## config.mk

```make
export PLATFORM = sky130hd
export DESIGN_NAME = jedro_1_lsu
export DESIGN_NICKNAME = d
export VERILOG_FILES = /design/src/rtl/jedro_1_lsu.sv
export SDC_FILE = /design/constraint.sdc
export NUM_CORES = 1
export LEC_CHECK = 0
export BUFFER_PORTS_ARGS = -buffer_cell sky130_fd_sc_hd__buf_2
export CORE_MARGIN = 2
export CORE_UTILIZATION = 49
export DETAILED_ROUTE_END_ITERATION = 16
export PLACE_DENSITY = 0.85
export SYNTH_ARGS = -nofsm -noshare
export SYNTH_HDL_FRONTEND = slang
export SYNTH_SLANG_ARGS = --single-unit
```

## constraint.sdc

```tcl
create_clock -name clk_i -period 2 [get_ports clk_i]
set_input_delay 0.4 -clock clk_i [delete_from_list [all_inputs] [get_ports clk_i]]
set_output_delay 0.4 -clock clk_i [all_outputs]
set_load 0.01 [all_outputs]
```

## src/rtl/jedro_1_lsu.sv

```systemverilog
// Load/store unit: one outstanding load or store on a req/gnt/rvalid data bus with
// register-file writeback. Optional bus-error reporting via `define JEDRO_1_LSU_ERR_EN.
module jedro_1_lsu #(
  parameter int unsigned DATA_WIDTH     = 32,
  parameter int unsigned REG_ADDR_WIDTH = 5
) (
  input  logic                      clk_i,
  input  logic                      rstn_i,
  input  logic                      ctrl_valid_i,
  output logic                      ctrl_ready_o,
  input  logic                      ctrl_we_i,
  input  logic [1:0]                ctrl_size_i,
  input  logic                      ctrl_unsigned_i,
  input  logic [31:0]               ctrl_addr_i,
  input  logic [DATA_WIDTH-1:0]     ctrl_wdata_i,
  input  logic [REG_ADDR_WIDTH-1:0] ctrl_rd_i,
  output logic                      data_req_o,
  input  logic                      data_gnt_i,
  input  logic                      data_rvalid_i,
  output logic                      data_we_o,
  output logic [3:0]                data_be_o,
  output logic [31:0]               data_addr_o,
  output logic [DATA_WIDTH-1:0]     data_wdata_o,
  input  logic [DATA_WIDTH-1:0]     data_rdata_i,
  input  logic                      data_err_i,
  output logic                      rf_we_o,
  output logic [REG_ADDR_WIDTH-1:0] rf_addr_o,
  output logic [DATA_WIDTH-1:0]     rf_data_o,
  output logic                      done_o,
  output logic                      misaligned_o,
  output logic                      err_o
);

  localparam logic [1:0] IDLE = 2'd0;
  localparam logic [1:0] ADDR = 2'd1;
  localparam logic [1:0] RESP = 2'd2;

  localparam logic [1:0] SIZE_B = 2'b00;
  localparam logic [1:0] SIZE_H = 2'b01;
  localparam logic [1:0] SIZE_W = 2'b10;

  logic [1:0]                state_q, state_d;
  logic                      ready_q, ready_d;
  logic                      req_q, req_d;
  logic                      we_q, we_d;
  logic [3:0]                be_q, be_d;
  logic [31:0]               addr_q, addr_d;
  logic [DATA_WIDTH-1:0]     wdata_q, wdata_d;
  logic [1:0]                size_q, size_d;
  logic                      uns_q, uns_d;
  logic [1:0]                off_q, off_d;
  logic [REG_ADDR_WIDTH-1:0] rd_q, rd_d;
  logic                      rf_we_q, rf_we_d;
  logic [REG_ADDR_WIDTH-1:0] rf_addr_q, rf_addr_d;
  logic [DATA_WIDTH-1:0]     rf_data_q, rf_data_d;
  logic                      done_q, done_d;
  logic                      mis_q, mis_d;
  logic                      err_q, err_d;

  logic                      legal_c;
  logic [3:0]                be_c;
  logic [DATA_WIDTH-1:0]     wdata_c;
  logic [DATA_WIDTH-1:0]     ld_shift_c;
  logic [DATA_WIDTH-1:0]     ld_data_c;
  logic                      bus_err_c;

`ifdef JEDRO_1_LSU_ERR_EN
  assign bus_err_c = data_err_i;
`else
  logic unused_err;
  assign unused_err = data_err_i;
  assign bus_err_c  = 1'b0;
`endif

  // Request decode: legality, byte enables and lane-replicated store data
  always_comb begin
    legal_c = 1'b0;
    be_c    = 4'b1111;
    wdata_c = ctrl_wdata_i;
    case (ctrl_size_i)
      SIZE_B: begin
        legal_c = 1'b1;
        be_c    = 4'b0001 << ctrl_addr_i[1:0];
        wdata_c = {4{ctrl_wdata_i[7:0]}};
      end
      SIZE_H: begin
        legal_c = ~ctrl_addr_i[0];
        be_c    = 4'b0011 << ctrl_addr_i[1:0];
        wdata_c = {2{ctrl_wdata_i[15:0]}};
      end
      SIZE_W: begin
        legal_c = (ctrl_addr_i[1:0] == 2'b00);
      end
      default: legal_c = 1'b0;
    endcase
  end

  // Load data alignment and sign/zero extension
  always_comb begin
    ld_shift_c = data_rdata_i >> {off_q, 3'b000};
    case (size_q)
      SIZE_B:  ld_data_c = uns_q ? {24'd0, ld_shift_c[7:0]}
                                 : {{24{ld_shift_c[7]}}, ld_shift_c[7:0]};
      SIZE_H:  ld_data_c = uns_q ? {16'd0, ld_shift_c[15:0]}
                                 : {{16{ld_shift_c[15]}}, ld_shift_c[15:0]};
      default: ld_data_c = ld_shift_c;
    endcase
  end

  // Next-state and registered-output logic
  always_comb begin
    state_d   = state_q;
    req_d     = req_q;
    we_d      = we_q;
    be_d      = be_q;
    addr_d    = addr_q;
    wdata_d   = wdata_q;
    size_d    = size_q;
    uns_d     = uns_q;
    off_d     = off_q;
    rd_d      = rd_q;
    rf_addr_d = rf_addr_q;
    rf_data_d = rf_data_q;
    rf_we_d   = 1'b0;
    done_d    = 1'b0;
    mis_d     = 1'b0;
    err_d     = 1'b0;

    case (state_q)
      IDLE: begin
        if (ctrl_valid_i && ready_q) begin
          if (legal_c) begin
            state_d = ADDR;
            req_d   = 1'b1;
            we_d    = ctrl_we_i;
            be_d    = be_c;
            addr_d  = {ctrl_addr_i[31:2], 2'b00};
            wdata_d = wdata_c;
            size_d  = ctrl_size_i;
            uns_d   = ctrl_unsigned_i;
            off_d   = ctrl_addr_i[1:0];
            rd_d    = ctrl_rd_i;
          end else begin
            mis_d = 1'b1;
          end
        end
      end
      ADDR: begin
        if (data_gnt_i) begin
          state_d = RESP;
          req_d   = 1'b0;
        end
      end
      RESP: begin
        if (data_rvalid_i) begin
          state_d = IDLE;
          done_d  = 1'b1;
          err_d   = bus_err_c;
          if (!we_q && !bus_err_c) begin
            rf_we_d   = 1'b1;
            rf_addr_d = rd_q;
            rf_data_d = ld_data_c;
          end
        end
      end
      default: begin
        state_d = IDLE;
        req_d   = 1'b0;
      end
    endcase

    ready_d = (state_d == IDLE);
  end

  always_ff @(posedge clk_i or negedge rstn_i) begin
    if (!rstn_i) begin
      state_q   <= IDLE;
      ready_q   <= 1'b0;
      req_q     <= 1'b0;
      we_q      <= 1'b0;
      be_q      <= 4'd0;
      addr_q    <= 32'd0;
      wdata_q   <= '0;
      size_q    <= 2'd0;
      uns_q     <= 1'b0;
      off_q     <= 2'd0;
      rd_q      <= '0;
      rf_we_q   <= 1'b0;
      rf_addr_q <= '0;
      rf_data_q <= '0;
      done_q    <= 1'b0;
      mis_q     <= 1'b0;
      err_q     <= 1'b0;
    end else begin
      state_q   <= state_d;
      ready_q   <= ready_d;
      req_q     <= req_d;
      we_q      <= we_d;
      be_q      <= be_d;
      addr_q    <= addr_d;
      wdata_q   <= wdata_d;
      size_q    <= size_d;
      uns_q     <= uns_d;
      off_q     <= off_d;
      rd_q      <= rd_d;
      rf_we_q   <= rf_we_d;
      rf_addr_q <= rf_addr_d;
      rf_data_q <= rf_data_d;
      done_q    <= done_d;
      mis_q     <= mis_d;
      err_q     <= err_d;
    end
  end

  assign ctrl_ready_o = ready_q;
  assign data_req_o   = req_q;
  assign data_we_o    = we_q;
  assign data_be_o    = be_q;
  assign data_addr_o  = addr_q;
  assign data_wdata_o = wdata_q;
  assign rf_we_o      = rf_we_q;
  assign rf_addr_o    = rf_addr_q;
  assign rf_data_o    = rf_data_q;
  assign done_o       = done_q;
  assign misaligned_o = mis_q;
`ifdef JEDRO_1_LSU_ERR_EN
  assign err_o        = err_q;
`else
  assign err_o        = 1'b0;
  logic unused_err_q;
  assign unused_err_q = err_q;
`endif

endmodule

```

### Yosys cells after proc, flatten, opt, wreduce, memory -nomap -nowiden

Cells that the tools add are included.

| word-level totals | value |
|---|---|
| register bits after elaboration | 121 |
| bits in writable memories | 0 |
| logic and storage cells | 62 |
| output and inout bits | 112 |
| latch bits | 0 |
| memory bits (read-only) | 0 |
| input bits | 111 |
| memories | 0 |

| cells by class | value |
|---|---|
| muxes and demuxes | 23 |
| bitwise gates (word level) | 3 |
| reductions and logical operators | 9 |
| divide/modulo/power cells | 0 |
| multiply operators | 0 |
| shift operators | 3 |
| eq/ne operators | 8 |
| order comparisons | 0 |
| $add $sub $neg | 0 |

Operators by type and width:

| cell | number |
|---|---|
| case mux 32 bit (2 select lines) | 2 |
| two-way mux 32 bit | 2 |
| >> shifter 32 x 5 -> 32 bit | 1 |
| two-way mux 1 bit | 11 |
| logical NOT 2 bit | 5 |
| two-way mux 2 bit | 4 |
| case mux 4 bit (2 select lines) | 1 |
| == test 2 x 1 -> 1 bit (second input constant) | 3 |
| inequality test 2 bit (second input constant) | 3 |
| case mux 1 bit (3 select lines) | 2 |
| case mux 2 bit (3 select lines) | 1 |
| AND reduction 3 bit | 2 |
| == test 2 bit (second input constant) | 2 |
| AND reduction 4 bit | 1 |
| << shifter 1 x 2 -> 4 bit (first input constant) | 1 |
| << shifter 2 x 2 -> 4 bit (first input constant) | 1 |
| inverter 1 bit | 3 |
| logical AND 1 bit | 1 |

### Logic depth before layout (Yosys ltp)

Gate-level depths: netlist (run 1).

| logic depth | value |
|---|---|
| depth after elaboration | 6 |
| gate-level depth with buffers | 8 |
| mapped depth without buffers | 4 |

### Worst setup path before layout (run 1)

Ideal clock, no wire load.

| timing | value |
|---|---|
| path kind | in2reg |
| start | in ctrl_size_i[1] |
| end | reg addr_q[10], in the netlist data_addr_o[10] |
| data required time | 1.875 ns |
| path buffers | 4 |
| setup time | 0.125 ns |
| stages on the path | 8 |
| data arrival time | 1.629 ns |
| slack | 0.246 ns |
| cell sequence | clkbuf_1 > o21a_1 > o22ai_2 > nand2b_1 > buf_2 > buf_6 > buf_6 > mux2_4 |

| on the way | value |
|---|---|
| longest elaborated chain between the ends | 3 |
| elaborated cells on any way between the ends | 5 |
| classes of those cells | 2 x eq/ne; 1 x mux; 2 x reduce/logical |

Ends and longest elaborated chain:

| element | line | source |
|---|---|---|
| from (decl) | 12 | `input logic [1:0] ctrl_size_i,` |
| == test 2 bit, or another cell as far along | 80 | `case (ctrl_size_i)` |
| case mux 1 bit (3 select lines) * | 80 |  |
| AND reduction 3 bit (no source line) * | -- |  |
| to (signal assigned) | 200 | `addr_q <= addr_d;` |
| to (decl) | 47 | `logic [31:0] addr_q, addr_d;` |

Every way passes the cells marked *; elsewhere a longest branch is shown, timed or not.
A chain may end at the register's enable or synchronous reset.

### Worst setup path in the final report (run 1)

| timing | value |
|---|---|
| start | reg off_q[1] |
| end | reg rf_data_q[13], in the netlist rf_data_o[13] |

| on the way | value |
|---|---|
| longest elaborated chain between the ends | 3 |
| elaborated cells on any way between the ends | 4 |
| classes of those cells | 1 x shift; 3 x mux |

Ends and longest elaborated chain:

| element | line | source |
|---|---|---|
| from (decl) | 51 | `logic [1:0] off_q, off_d;` |
| from (signal assigned) | 186 | `off_q <= 2'd0;` |
| from (signal assigned) | 204 | `off_q <= off_d;` |
| >> shifter 32 x 5 -> 32 bit * | 100 | `ld_shift_c = data_rdata_i >> {off_q, 3'b000};` |
| two-way mux 32 bit (on tied branches) | 104, 102 |  |
| case mux 32 bit (2 select lines) * | 101 | `case (size_q)` |
| to (signal assigned) | 208 | `rf_data_q <= rf_data_d;` |
| to (decl) | 55 | `logic [DATA_WIDTH-1:0] rf_data_q, rf_data_d;` |

Marked as above.

==> results.cfg, run 1 <==
[routing]
dr.pass1.iters = 4
detail_route.wl_per_cell_um = 17.1
antenna_left = 0
first_iter_violations = 277
drt-total-wl_mm = 14.6
num_vias = 4559
post-route-drc-count = 0
routed_via_density = 5.33

[setup_path]
critPathKind = reg2reg
worstPathArrival_ns = 2.14
crit_fanout = 21
critPathCaptureType = flop
crit_start = off_q[1]
required_ns = 2.33
reg2reg_from = off_q[1]
start_kind = flop

[clocking]
htreeDepth = 4
cts_tree = yes
postCtsSetupBuffers = 0
clk_pin_slew_worst_paths_ns = 0.05
cts-buffers-inserted = 17
cts-root-buf = clkbuf_16
cts_buffer_depth = 2
clkLatencyLatePin_ns = 0.41
cts.sinks = 121

[yosys]
synth_fa_ha_area_share_pct = 0
ys_async_sr_fraction_pct = 100
synth.distinct_cells = 41
avgSynthCellArea_um2 = 11.9
synth_edf_count = 0
synth_compound_area_share_pct = 6.01
synthSimpleGateAreaFrac_pct = 10.9
syn-instance-count = 477
ys_seq_area_share_pct = 53.3
synth-xor-area-share_pct = 0.308
synth_top_family_by_area = multiplexers
yosysWarningCount = 0
synth_ff_type = dfrtp_1
synth.mux.area_fraction_pct = 25.9
syn_area_mm2 = 0.00569
ys_seq_elements = 121

[place]
place_congestion = 0.879
placed_area_mm2 = 0.00696
dp_hpwl_mm = 10.6
port_buffers = 218
pre_cts_slack_ns = 0.208
placed_cells = 822

[layout]
final_cell_mix = 217 x buf_2, 121 x dfrtp_1, 71 x mux2_2
nNetsFinal = 810
drive_gt1_share_pct = 51.7
final_core_util_pct = 66.9
fillCellCount = 869
seqCellArea_mm2 = 0.00303
mostFrequentLayoutCell = buf_2
finalInstanceArea_mm2 = 0.00761
areaGrowthSynthToFinish_pct = 33.8
diodes = 0
multi_input_area_mm2 = 0.00247
final_cell_count_no_fill = 855

[floorplan]
die_width_um = 112
dieArea_mm2 = 0.0125
io_pins = 223
initial_core_util_pct = 50.0
fp.dieH_um = 112
rows = 39
design.core.area_mm2 = 0.0114

[global_routing]
antenna_found_initial = 0
grt_max_degree = 50
grtUsageTotal_pct = 23.7
grt_pass1_wl_mm = 23.4
grt_overflow = 0
grt_pass1_vias = 4781

[sta]
finalWorstSetupSlack_ns = 0.185
whs_ns = 0.220
fin_setup_tns_ns = 0
hold_viol_final = 0
worstMarginPinSlew_ns = 0.512
rsz0062_at_grt = false
skew_ns = 0.00729
maxSlewViolCount = 0
max_clock_freq_mhz = 551
fin_crit_sh_pct = 90.8
fin_crit_ns = 1.82
finalSetupViolCount = 0
slew_headroom_pct = 65.8

[power_and_ir_drop]
vdd_drop_max_v = 0.000944
leakage_nw = 3.95
power.total_mw = 12.1
power_density_mw_per_mm2 = 1590

[job]
maxCapViolCount = 0

[min_path]
hold_class = in2reg
holdCritStartpoint = data_gnt_i

[run_status]
outcome = finished, final reports clean
[synth_stat cells (2+ instances only)]
library cell / instances / area [µm²]
dfrtp_1: 121 / 3030
mux2_2: 71 / 800
nand2_1: 53 / 199
nand3_1: 30 / 150
nor2_1: 28 / 105
mux2_4: 26 / 390
mux2i_1: 26 / 260
o21ai_0: 26 / 130
a21oi_1: 15 / 75.1
clkbuf_1: 14 / 52.6
buf_2: 13 / 65.1
and2_1: 8 / 50.1
nand2b_1: 5 / 31.3
buf_4: 4 / 30.0
buf_6: 4 / 45.0
nor2b_1: 3 / 18.8
a21o_1: 2 / 15.0
inv_1: 2 / 7.51
nand4bb_1: 2 / 22.5
o2bb2ai_1: 2 / 17.5
xnor2_1: 2 / 17.5
[final cells by class]
cell class / count / area share [%]
sequential: 121 / 39.8
multi-input combinational: 320 / 32.4
timing repair buffer: 237 / 16.9
clock buffer: 26 / 6.96
tap: 143 / 2.35
clock inverter: 6 / 1.41
inverter: 2 / 0.0987
[kinds of logic after synthesis]
| logic type | count (synthesis) |
|---|---|
| and+or+nand+nor | 135 |
| other | 1 |
| buffers and inverters | 38 |
| DFF | 121 |
| muxes | 124 |
| AOI/OAI and AO/OA | 56 |
| xor gates and xnor gates | 2 |
[power by group]
part / switching (mW) / internal [mW] / total, mW
logic: 2.23 / 2.31 / 4.54
clock network: 1.05 / 2.19 / 3.24
registers: 0.720 / 3.63 / 4.35
[critical path: stages (launching register included)]
cell and delay (ns):
dfrtp_1 0.54, buf_4 0.30, nor2b_1 0.43, and2_1 0.21
o21ai_0 0.09, a21oi_1 0.17
[flip-flops by register name, summed over array words and instances, names as in the netlist, 2 cells and up]
register      flops
rf_addr_o         5
data_addr_o      30
rd_q              5
size_q            2
off_q             2
state_q           2
data_be_o         4
data_wdata_o     32
rf_data_o        32
[layer usage]
layer,vias to the layer above,wire [µm],share of wire (%),global-route usage [%]
li1,2107,-,-,-
met1,2221,5650,39,27.4
met2,200,7400,51,40.1
met3,31,1140,7.8,7.73
met4,0,394,2.7,11.0
met5,-,0,0,0
[final timing paths]
path                                   end  slack, ns  depth (start not counted)
max in group asynchronous  data_wdata_o[1]       0.89                          3
max                          rf_data_o[13]       0.18                          5
min reg2reg                   rf_data_o[2]       0.47                          2
min in group asynchronous   data_addr_o[2]       0.48                          2
min                             state_q[1]       0.22                          2
max reg2reg                  rf_data_o[13]       0.18                          5
[repair_timing]
action,CTS,global route
endpoints found under the hold margin,33,0
hold buffers,1,0
gates resized for setup,0,0
Note: power is estimated with default switching activity, not from simulation.
==> run 2, diff against run 1 <==
PLACE_DENSITY = 0.78   (was 0.85)
==> run 2 against run 1 <==
Against the previous run: power shrank 0.86%; worst setup slack gained 0.061 ns; flip-flop and latch count is the same; critical path type unchanged.
==> results.cfg, run 2 (synthesis gave the netlist of run 1 again) <==
[setup_path]
critPathKind = reg2reg
start_kind = flop
crit_fanout = 14
critPathCaptureType = flop
worstPathArrival_ns = 2.03
required_ns = 2.27

[sta]
fin_setup_tns_ns = 0
hold_viol_final = 0
fin_crit_ns = 1.75
maxSlewViolCount = 0
fin_crit_sh_pct = 87.7
skew_ns = 0.00515
finalWorstSetupSlack_ns = 0.245
finalSetupViolCount = 0
rsz0062_at_grt = false
max_clock_freq_mhz = 570

[routing]
post-route-drc-count = 0
num_vias = 4524
dr.pass1.iters = 5
antenna_left = 0
first_iter_violations = 324
detail_route.wl_per_cell_um = 16.7
drt-total-wl_mm = 14.3
routed_via_density = 5.29

[place]
place_congestion = 0.876
pre_cts_slack_ns = 0.183
dp_hpwl_mm = 10.6
port_buffers = 218

[global_routing]
grtUsageTotal_pct = 23.8
grt_pass1_wl_mm = 23.6
grt_pass1_vias = 4742
busiest_layer = met2
grt_max_degree = 48
use_met2_pct = 40.0
met3_usage_pct = 6.75
antenna_found_initial = 0
grtUsageMet1_pct = 28.9
grt_overflow = 0

[clocking]
cts.sinks = 121
cts-buffers-inserted = 17
cts-root-buf = clkbuf_16
cts_tree = yes
htreeDepth = 4
clkLatencyLatePin_ns = 0.41
postCtsSetupBuffers = 0
clk_pin_slew_worst_paths_ns = 0.06
cts_buffer_depth = 2

[power_and_ir_drop]
vdd_drop_max_v = 0.000857
power_density_mw_per_mm2 = 1580
leakage_nw = 3.93

[layout]
final_cell_mix = 217 x buf_2, 121 x dfrtp_1, 71 x mux2_2
diodes = 0
drive_gt1_share_pct = 52.0
nNetsFinal = 810
areaGrowthSynthToFinish_pct = 33.6
mostFrequentLayoutCell = buf_2

[floorplan]
initial_core_util_pct = 50.0
rows = 39
dieArea_mm2 = 0.0125
die_width_um = 112
io_pins = 223
design.core.area_mm2 = 0.0114
fp.dieH_um = 112

[job]
maxCapViolCount = 0

[min_path]
hold_class = in2reg

[run_status]
outcome = finished, final reports clean
-- run 2: cell types whose count changed in the layout (fill, tap and decap cells not counted) --
cell	before	now
clkbuf_1	2	0
clkbuf_8	7	2
clkinv_2	2	1
clkinv_4	0	3
clkinvlp_4	1	4
inv_6	0	2
-- run 2: through the flow --
| step | area (µm²) | instances | power (mW) | hold slack, ns | utilization [%] |
|---|---|---|---|---|---|
| after global routing | 7590 | 855 | 12.8 | 0.208 | 66.8 |
| final | 7590 | 855 | 12.0 | 0.222 | 66.8 |
| after detailed placement | 6960 | 822 | 8.92 | 0.375 | 61.2 |
| after CTS | 7590 | 855 | 12.1 | 0.204 | 66.8 |
| after global placement | 6960 | 822 | 8.69 | 0.363 | 61.2 |
| after floorplan | 5690 | 479 | 7.06 | 0.104 | - |
-- run 2: layout make-up --
type,count,area (µm²)
sequential,121,3030
clock buffer,19,453
fill,886,3780
clock inverter,13,169
inverter,2,7.51
tap,143,179
timing repair buffer,237,1290
multi-input combinational,320,2470
-- run 2: where the power goes --
part / switching (mW) / internal (mW)
registers: 0.719 / 3.63
logic: 2.21 / 2.32
clock network: 1.12 / 2.03
-- run 2: per-layer routing --
metal  vias up  share of wire [%]
li1       2105                  -
met1      2213                 40
met2       184                 51
met3        22                7.1
met4         0                1.9
met5         -                  0
-- run 2: critical path, cell delays in order (launching register included) --
cell and delay (ns):
dfrtp_1 0.62, buf_4 0.30, buf_4 0.19, mux2i_1 0.20
nor2_1 0.05, o21ai_0 0.17, a21oi_1 0.09
-- run 2: what timing repair did --
| item | 4_1_cts | 5_1_grt |
|---|---|---|
| endpoints found under the hold margin | 30 | 0 |
| endpoints found under the setup margin | 0 | 0 |
| hold buffers | 1 | 0 |
| resized for setup | 0 | 0 |
-- run 2: worst paths after layout --
kind,slack (ns),startpoint,endpoint,cells after the start
min,0.22,data_gnt_i,state_q[0],2
max reg2reg,0.25,off_q[1],rf_data_o[9],6
min in group asynchronous,0.48,rstn_i,data_addr_o[24],2
max in group asynchronous,0.92,rstn_i,rf_data_o[6],3
max,0.25,off_q[1],rf_data_o[9],6
min reg2reg,0.46,rd_q[4],rf_addr_o[4],2
==> run 3, diff against run 2 <==
ABC_AREA = 1   (was default)
==> run 3 against run 2 <==
Against the previous run: maximum frequency is 2.2% higher; core utilization decreased by 1.1 points; global-route usage increased by 3.3 points; largest cell class unchanged.
==> results.cfg, run 3 <==
[min_path]
holdCritStartpoint = ctrl_addr_i[4]
holdPathStages = 3
hold_class = in2reg
holdPathEnd = data_addr_o[4]

[power_and_ir_drop]
p_int_mw = 7.13
leakage_nw = 4.27
power_density_mw_per_mm2 = 1560
p_clk_share_pct = 25.3
power.total_mw = 11.7
seq_power_share_pct = 36.2
power.switching_mw = 4.54
p_sw_share_pct = 38.9
vdd_drop_max_v = 0.000759
combPwrFrac_pct = 38.5

[yosys]
avgSynthCellArea_um2 = 7.78
synthTopCellsByArea = dfrtp_1 53%, nand2_1 21%, nand3_1 7.6%, or2_2 2.5%, inv_1 2.3%
synthTopCellsByCount = 320 x nand2_1, 121 x dfrtp_1, 86 x nand3_1
ys_seq_elements = 121
syn-instance-count = 730
synth_top_cell_by_area = dfrtp_1
yosysWarningCount = 0
synth_edf_count = 0
synth_ff_type = dfrtp_1
ys_seq_area_share_pct = 53.3
synth.distinct_cells = 24
syn_area_mm2 = 0.00568
ys_async_sr_fraction_pct = 100
synth_top_area_share_pct = 53.3
synth.most_common_cell = nand2_1

[layout]
finalInstanceArea_mm2 = 0.00747
drive_gt1_share_pct = 31.2
nNetsFinal = 1054
final_cell_count_no_fill = 1099
diodes = 0
final_cell_mix = 320 x nand2_1, 217 x buf_2, 121 x dfrtp_1
areaGrowthSynthToFinish_pct = 31.5
mostFrequentLayoutCell = nand2_1

[floorplan]
rows = 39
io_pins = 223
die_width_um = 112
dieArea_mm2 = 0.0125
design.core.area_mm2 = 0.0114
fp.dieH_um = 112
initial_core_util_pct = 50.0

[setup_path]
required_ns = 2.35
crit_fanout = 24
critPathKind = reg2reg
worstPathArrival_ns = 2.06
reg2reg_from = off_q[1]
reg2reg_slack_ns = 0.28
reg2reg_to = rf_data_o[16]
ff2ff_path_depth = 6
critPathCaptureType = flop
start_kind = flop

[place]
placed_cells = 1066
placed_area_mm2 = 0.00689
place_congestion = 0.891
port_buffers = 218
dp_hpwl_mm = 11.7

[sta]
fin_crit_sh_pct = 85.8
fin_setup_tns_ns = 0
fin_crit_ns = 1.72
max_clock_freq_mhz = 583
maxSlewViolCount = 0
rsz0062_at_grt = false
finalSetupViolCount = 0
skew_ns = 0.0124
hold_viol_final = 0

[clocking]
cts.sinks = 121
clk_pin_slew_worst_paths_ns = 0.06
cts-root-buf = clkbuf_16
cts-buffers-inserted = 17
cts_resized = 0
postCtsSetupBuffers = 0
htreeDepth = 4
cts_buffer_depth = 2
clkLatencyLatePin_ns = 0.41
cts_tree = yes

[global_routing]
grt_pass1_vias = 5441
grtUsageTotal_pct = 27.1
grt_overflow = 0
grt_pass1_wl_mm = 26.9
antenna_found_initial = 2
grt_max_degree = 67

[routing]
first_iter_violations = 477
detail_route.wl_per_cell_um = 14.8
drt-total-wl_mm = 16.3
post-route-drc-count = 0
antenna_left = 0
num_vias = 5629
dr.pass1.iters = 5
routed_via_density = 5.12

[run_status]
outcome = finished, final reports clean

[job]
maxCapViolCount = 0
run 3: cell count changes after synthesis, moves of 9 or more:
cell / change
mux2i_1: -26
inv_1: +33
mux2_2: -71
or2_2: +22
nand2_1: +267
a21oi_1: +11
buf_4: +9
mux2_4: -26
nand3_1: +56
run 3: how the worst max path moves through the flow:
stage	end	depth (start not counted)	slack, ns	from
global placement	data_wdata_o[17]	7	0.30	ctrl_size_i[0]
global route	rf_data_o[12]	6	0.14	off_q[1]
finish	rf_data_o[16]	6	0.28	off_q[1]
CTS	rf_data_o[16]	6	0.30	off_q[1]
floorplan	data_addr_o[21]	8	0.68	state_q[0]
detailed placement	data_wdata_o[19]	7	0.28	ctrl_size_i[0]
run 3: critical path: stages, from the launching register on:
cell	delay, ns
dfrtp_1	0.55
inv_1	0.16
nand3_1	0.15
nand3_2	0.40
nand3_1	0.26
nand2_1	0.08
inv_1	0.06
run 3: cell type report:
cell class | instances | area, µm²
fill | 1004 | 3900
sequential | 121 | 3030
multi-input combinational | 528 | 2280
timing repair buffer | 236 | 1270
clock buffer | 18 | 439
tap | 143 | 179
inverter | 39 | 146
clock inverter | 14 | 136
run 3: what timing repair did:
action,CTS,global route
hold buffers,1,0
endpoints found under the setup margin,0,0
hold endpoints to repair,24,0
run 3: power by group through the flow:
stage | Combinational (mW) | Clock (mW) | Sequential [mW]
after floorplan | 2.27 | 0 | 4.64
after global routing | 5.07 | 3.12 | 4.37
after detailed placement | 4.51 | 0 | 4.23
final | 4.50 | 2.95 | 4.23
after global placement | 4.42 | 0 | 4.20
after CTS | 4.53 | 2.99 | 4.22
run 3: kinds of logic after synthesis:
logic type      share of synthesized area [%]
compound gates                           6.08
flops                                    53.3
buf+inv                                  6.87
other cells                            0.0660
simple gates                             33.7
run 3: metal layers:
| layer | wire length, µm | GRT usage, % | vias up |
|---|---|---|---|
| li1 | - | - | 2727 |
| met1 | 6540 | 34.2 | 2596 |
| met2 | 7890 | 44.4 | 268 |
| met3 | 1480 | 7.89 | 34 |
| met4 | 383 | 10.1 | 4 |
| met5 | 24 | 0 | - |
run 3: through the flow:
stage	hold WS, ns	setup WS (ns)	utilization (%)
2_1_floorplan	0.104	0.675	-
3_3_place_gp	0.345	0.302	60.6
3_5_place_dp	0.348	0.276	60.6
4_1_cts	0.175	0.304	65.7
5_1_grt	0.176	0.138	65.7
6_report	0.183	0.284	65.7
